===== src/rtl/hazard_scoreboard.sv =====
// RAW hazard scoreboard for the ID stage: tracks EX/MEM destinations, drives
// freeze/bubble/global_stall and keeps a saturating stall-cycle counter.
module hazard_scoreboard #(
  parameter bit          FORWARDING = 1'b1,
  parameter int unsigned CNT_WIDTH  = 16
) (
  input  logic                 clk,
  input  logic                 rst,
  input  logic [3:0]           id_src1,
  input  logic [3:0]           id_src2,
  input  logic                 id_has_src1,
  input  logic                 id_has_src2,
  input  logic [3:0]           id_dst,
  input  logic                 id_wb_en,
  input  logic                 id_mem_read,
  input  logic                 branch_taken,
  input  logic                 mem_ready,
  input  logic                 stall_count_clr,
  output logic                 freeze,
  output logic                 bubble,
  output logic                 global_stall,
  output logic [CNT_WIDTH-1:0] stall_count
);

  typedef struct packed {
    logic       v;
    logic [3:0] dst;
    logic       ld;
  } slot_t;

  slot_t ex_slot;
  slot_t mem_slot;
  logic  hit_ex;
  logic  hit_mem;
  logic  raw;

  always_comb begin
    hit_ex  = ex_slot.v  & ((id_has_src1 & (id_src1 == ex_slot.dst)) |
                            (id_has_src2 & (id_src2 == ex_slot.dst)));
    hit_mem = mem_slot.v & ((id_has_src1 & (id_src1 == mem_slot.dst)) |
                            (id_has_src2 & (id_src2 == mem_slot.dst)));
    // With forwarding only a load in EX cannot be bypassed in time.
    raw = FORWARDING ? (hit_ex & ex_slot.ld) : (hit_ex | hit_mem);
  end

  always_comb begin
    freeze       = 1'b0;
    bubble       = 1'b0;
    global_stall = 1'b0;
    if (rst) begin
      if (!mem_ready) begin
        global_stall = 1'b1;
        freeze       = 1'b1;
      end else if (branch_taken) begin
        bubble = 1'b1;
      end else if (raw) begin
        freeze = 1'b1;
        bubble = 1'b1;
      end
    end
  end

  always_ff @(posedge clk or negedge rst) begin
    if (!rst) begin
      ex_slot     <= '0;
      mem_slot    <= '0;
      stall_count <= '0;
    end else begin
      if (stall_count_clr)
        stall_count <= '0;
      else if (freeze && (stall_count != '1))
        stall_count <= stall_count + CNT_WIDTH'(1);

      if (mem_ready) begin
        mem_slot <= ex_slot;
        if (bubble)
          ex_slot <= '0;
        else
          ex_slot <= '{v: id_wb_en, dst: id_dst, ld: id_mem_read & id_wb_en};
      end
    end
  end

endmodule


===== config.mk =====
export PLATFORM = sky130hd
export DESIGN_NAME = hazard_scoreboard
export DESIGN_NICKNAME = d
export VERILOG_FILES = /design/src/rtl/hazard_scoreboard.sv
export SDC_FILE = /design/constraint.sdc
export NUM_CORES = 1
export LEC_CHECK = 0
export CORE_MARGIN = 3
export CORE_UTILIZATION = 46
export DETAILED_ROUTE_END_ITERATION = 10
export PLACE_DENSITY = 0.79
export SETUP_SLACK_MARGIN = 0.4
export SYNTH_ARGS = -nofsm -noshare
export SYNTH_HDL_FRONTEND = slang
export SYNTH_SLANG_ARGS = --single-unit

===== constraint.sdc =====
create_clock -name clk -period 2.65 [get_ports clk]
set_input_delay 0.53 -clock clk [delete_from_list [all_inputs] [get_ports clk]]
set_output_delay 0.53 -clock clk [all_outputs]
set_load 0.005 [all_outputs]

==> impl_metrics.tcl <==
set metrics [dict create \
    status "finished, final reports clean" \
    reg2reg_depth 8 \
    layout_common_cells "clkdlybuf4s50_1 (27), dfrtp_1 (22), nand2_1 (18)" \
    end_kind "output port" \
    synth_edf_count 0 \
    globalRouteTotalUtil 0.199 \
    synth_cells 147 \
    fin_util 0.682 \
    max_slew.worst_pin.slew_ns 0.744 \
    grt_max_degree 26 \
    dieArea_um2 3560 \
    cts_hold_buf 0 \
    min_period_over_period 0.848 \
    num_vias 1252 \
    dr.pass1.iters 4 \
    dp_hpwl_um 2460 \
    cp_slowest_cell "clkdlybuf4s50_1" \
    crit_type "in -> out" \
    syn-num-nets 169 \
    synth-seq-cells 22 \
    cts_tree "done" \
    worstPathArrival_ns 1.72 \
    antenna_cells 0 \
    drc 0 \
    yosysWarnings 0 \
    initial_core_util 0.508 \
    die_h_um 59.7 \
    regToRegStartpoint "ex_slot[4]" \
    worstHoldPathType "in -> async" \
    slowest_delay_ns 0.45 \
    drt_iter0_drc 39 \
    htree_levels 1 \
    netlist_area_um2 1330 \
    ys_async_sr_fraction 1.00 \
    grt_pass1_wl_um 5430 \
    cts_sinks 22 \
    rsz0062_at_grt "yes" \
    peakVddDrop_mv 0.244 \
    gp_congestion 0.859 \
    max_freq_mhz 445 \
    p_leak_nw 0.700 \
    final_common_cell "clkdlybuf4s50_1" \
    rr_endpoint "stall_count[14]" \
    die_w_um 59.7 \
    reg2reg_slack_ns 0.53 \
    slew_headroom 0.502 \
    wl_per_cell_um 14.9 \
    setup_violations 0 \
    ioPinCount 40 \
    avgSynthCellArea_um2 9.02 \
    finalClockSkew_ns 0.00171 \
    antenna_left 0 \
    final_cells 221 \
    antenna_found_initial 0 \
    crit_chain "clkdlybuf4s50_1 > nand2_1 > o22ai_2 > buf_4 > a21boi_2 > nor2_1 > buf_2" \
    grt_pass1_vias 1233 \
    placed_cells 217 \
    layout.nets 215 \
    synth_ff_type "dfrtp_1" \
    clockBufferDepth 2 \
    syn_to_final_growth_pct 34.4 \
    max_cap_viol_count 0 \
    worst_skew_pair.late_latency_ns 0.30 \
    start_kind "primary input" \
    slew_viol_final 0 \
    wl_um 3290 \
    ys_types 40 \
    layout_min_cycle_time_ns 2.25 \
    root_buffer "clkbuf_4" \
    cts_buffers 3 \
    required_ns 2.12 \
    vias_per_cell 5.67 \
    power.density_nw_per_um2 346 \
    drive_gt1_frac 0.110 \
    port_buffers 39 \
    rows 18 \
    hold_viol 0 \
    synth-seq-area-share 0.415 \
    grt_overflow 0 \
    crit_fanout 2 \
    coreArea_um2 2610 \
    fillerInstances 220 \
    cts.clk_slew.worst_paths_ns 0.12 \
]
==> per-stage QoR <==
step,TNS (ns),worst slack (ns),power [mW],hold slack [ns],cell area [um^2]
after floorplan,0,0.723,0.416,0.234,1330
after global placement,-0.133,-0.0762,0.475,0.548,1770
after detailed placement,-0.279,-0.144,0.480,0.562,1770
after CTS,0,0.383,0.625,0.322,1790
after global routing,0,0.354,0.650,0.318,1780
final,0,0.403,0.616,0.331,1780
==> final cells by class <==
cell class	instances	area, um^2	area share
multi-input combinational	111	714	0.401
inverter	9	33.8	0.0189
clock buffer	3	22.5	0.0126
tap	30	37.5	0.0211
sequential	22	551	0.309
timing repair buffer	46	424	0.238
==> flip-flops by register name, summed over array words and instances, names as in the netlist <==
register     flops
ex_slot          6
stall_count     16
==> layer usage <==
layer  up-vias  GRT usage  share of wire
li1        619          -              -
met1       589      0.243           0.44
met2        40      0.355           0.50
met3         4     0.0367          0.057
met4         0     0.0570         0.0052
met5         -          0              0
==> synth_stat cells (2+ instances only) <==
cell type / instances / share of area
o22ai_1: 6 / 0.028
nand3_2: 2 / 0.015
nor2_1: 11 / 0.031
nand2b_1: 3 / 0.014
a21oi_1: 10 / 0.038
dfrtp_1: 22 / 0.42
xnor2_1: 8 / 0.053
o31ai_1: 7 / 0.040
or3_1: 2 / 0.0094
o21ai_0: 2 / 0.0075
mux2_1: 3 / 0.025
nor4_1: 2 / 0.0094
or4_1: 7 / 0.040
clkbuf_1: 3 / 0.0085
nor2b_1: 3 / 0.014
nand3_1: 7 / 0.026
nand2_1: 18 / 0.051
inv_1: 9 / 0.025
==> worst max-delay path by stage <==
| stage | cells after the start | endpoint | startpoint | slack [ns] |
|---|---|---|---|---|
| after global placement | 7 | freeze | id_src2[3] | -0.08 |
| final | 7 | freeze | id_has_src2 | 0.40 |
| after detailed placement | 7 | freeze | id_src2[3] | -0.14 |
| after CTS | 7 | freeze | id_has_src2 | 0.38 |
| after floorplan | 7 | stall_count[10] | id_src2[3] | 0.72 |
| after global routing | 7 | freeze | id_has_src2 | 0.35 |
==> where the power goes <==
group	switching, mW	total, mW	internal [mW]
registers	0.0101	0.356	0.346
logic	0.0532	0.112	0.0588
clock network	0.0956	0.149	0.0530
==> cells by family (layout without fill, tap and decap cells) <==
group	after synthesis	count (layout)	share of synthesized area
xor gates and xnor gates	8	8	0.0528
muxes	4	4	0.0330
AOI/OAI and AO/OA	33	33	0.174
adders and majority gates	1	1	0.00943
buffers and inverters	14	58	0.0462
and+or+nand+nor	65	65	0.270
DFF	22	22	0.415
==> worst max-delay path: cells and delay by family <==
| family | cells | cell delay (ns) |
|---|---|---|
| and+or+nand+nor | 2 | 0.19 |
| AOI/OAI and AO/OA | 2 | 0.26 |
| buffers and inverters | 3 | 0.73 |
==> repair_timing <==
| action | CTS | global route |
|---|---|---|
| gates resized for setup | 17 | 1 |
| endpoints found under the setup margin | 9 | 2 |
| pin swaps | 11 | 1 |
| setup buffers | 1 | 0 |
(Power assumes the default switching activity.)
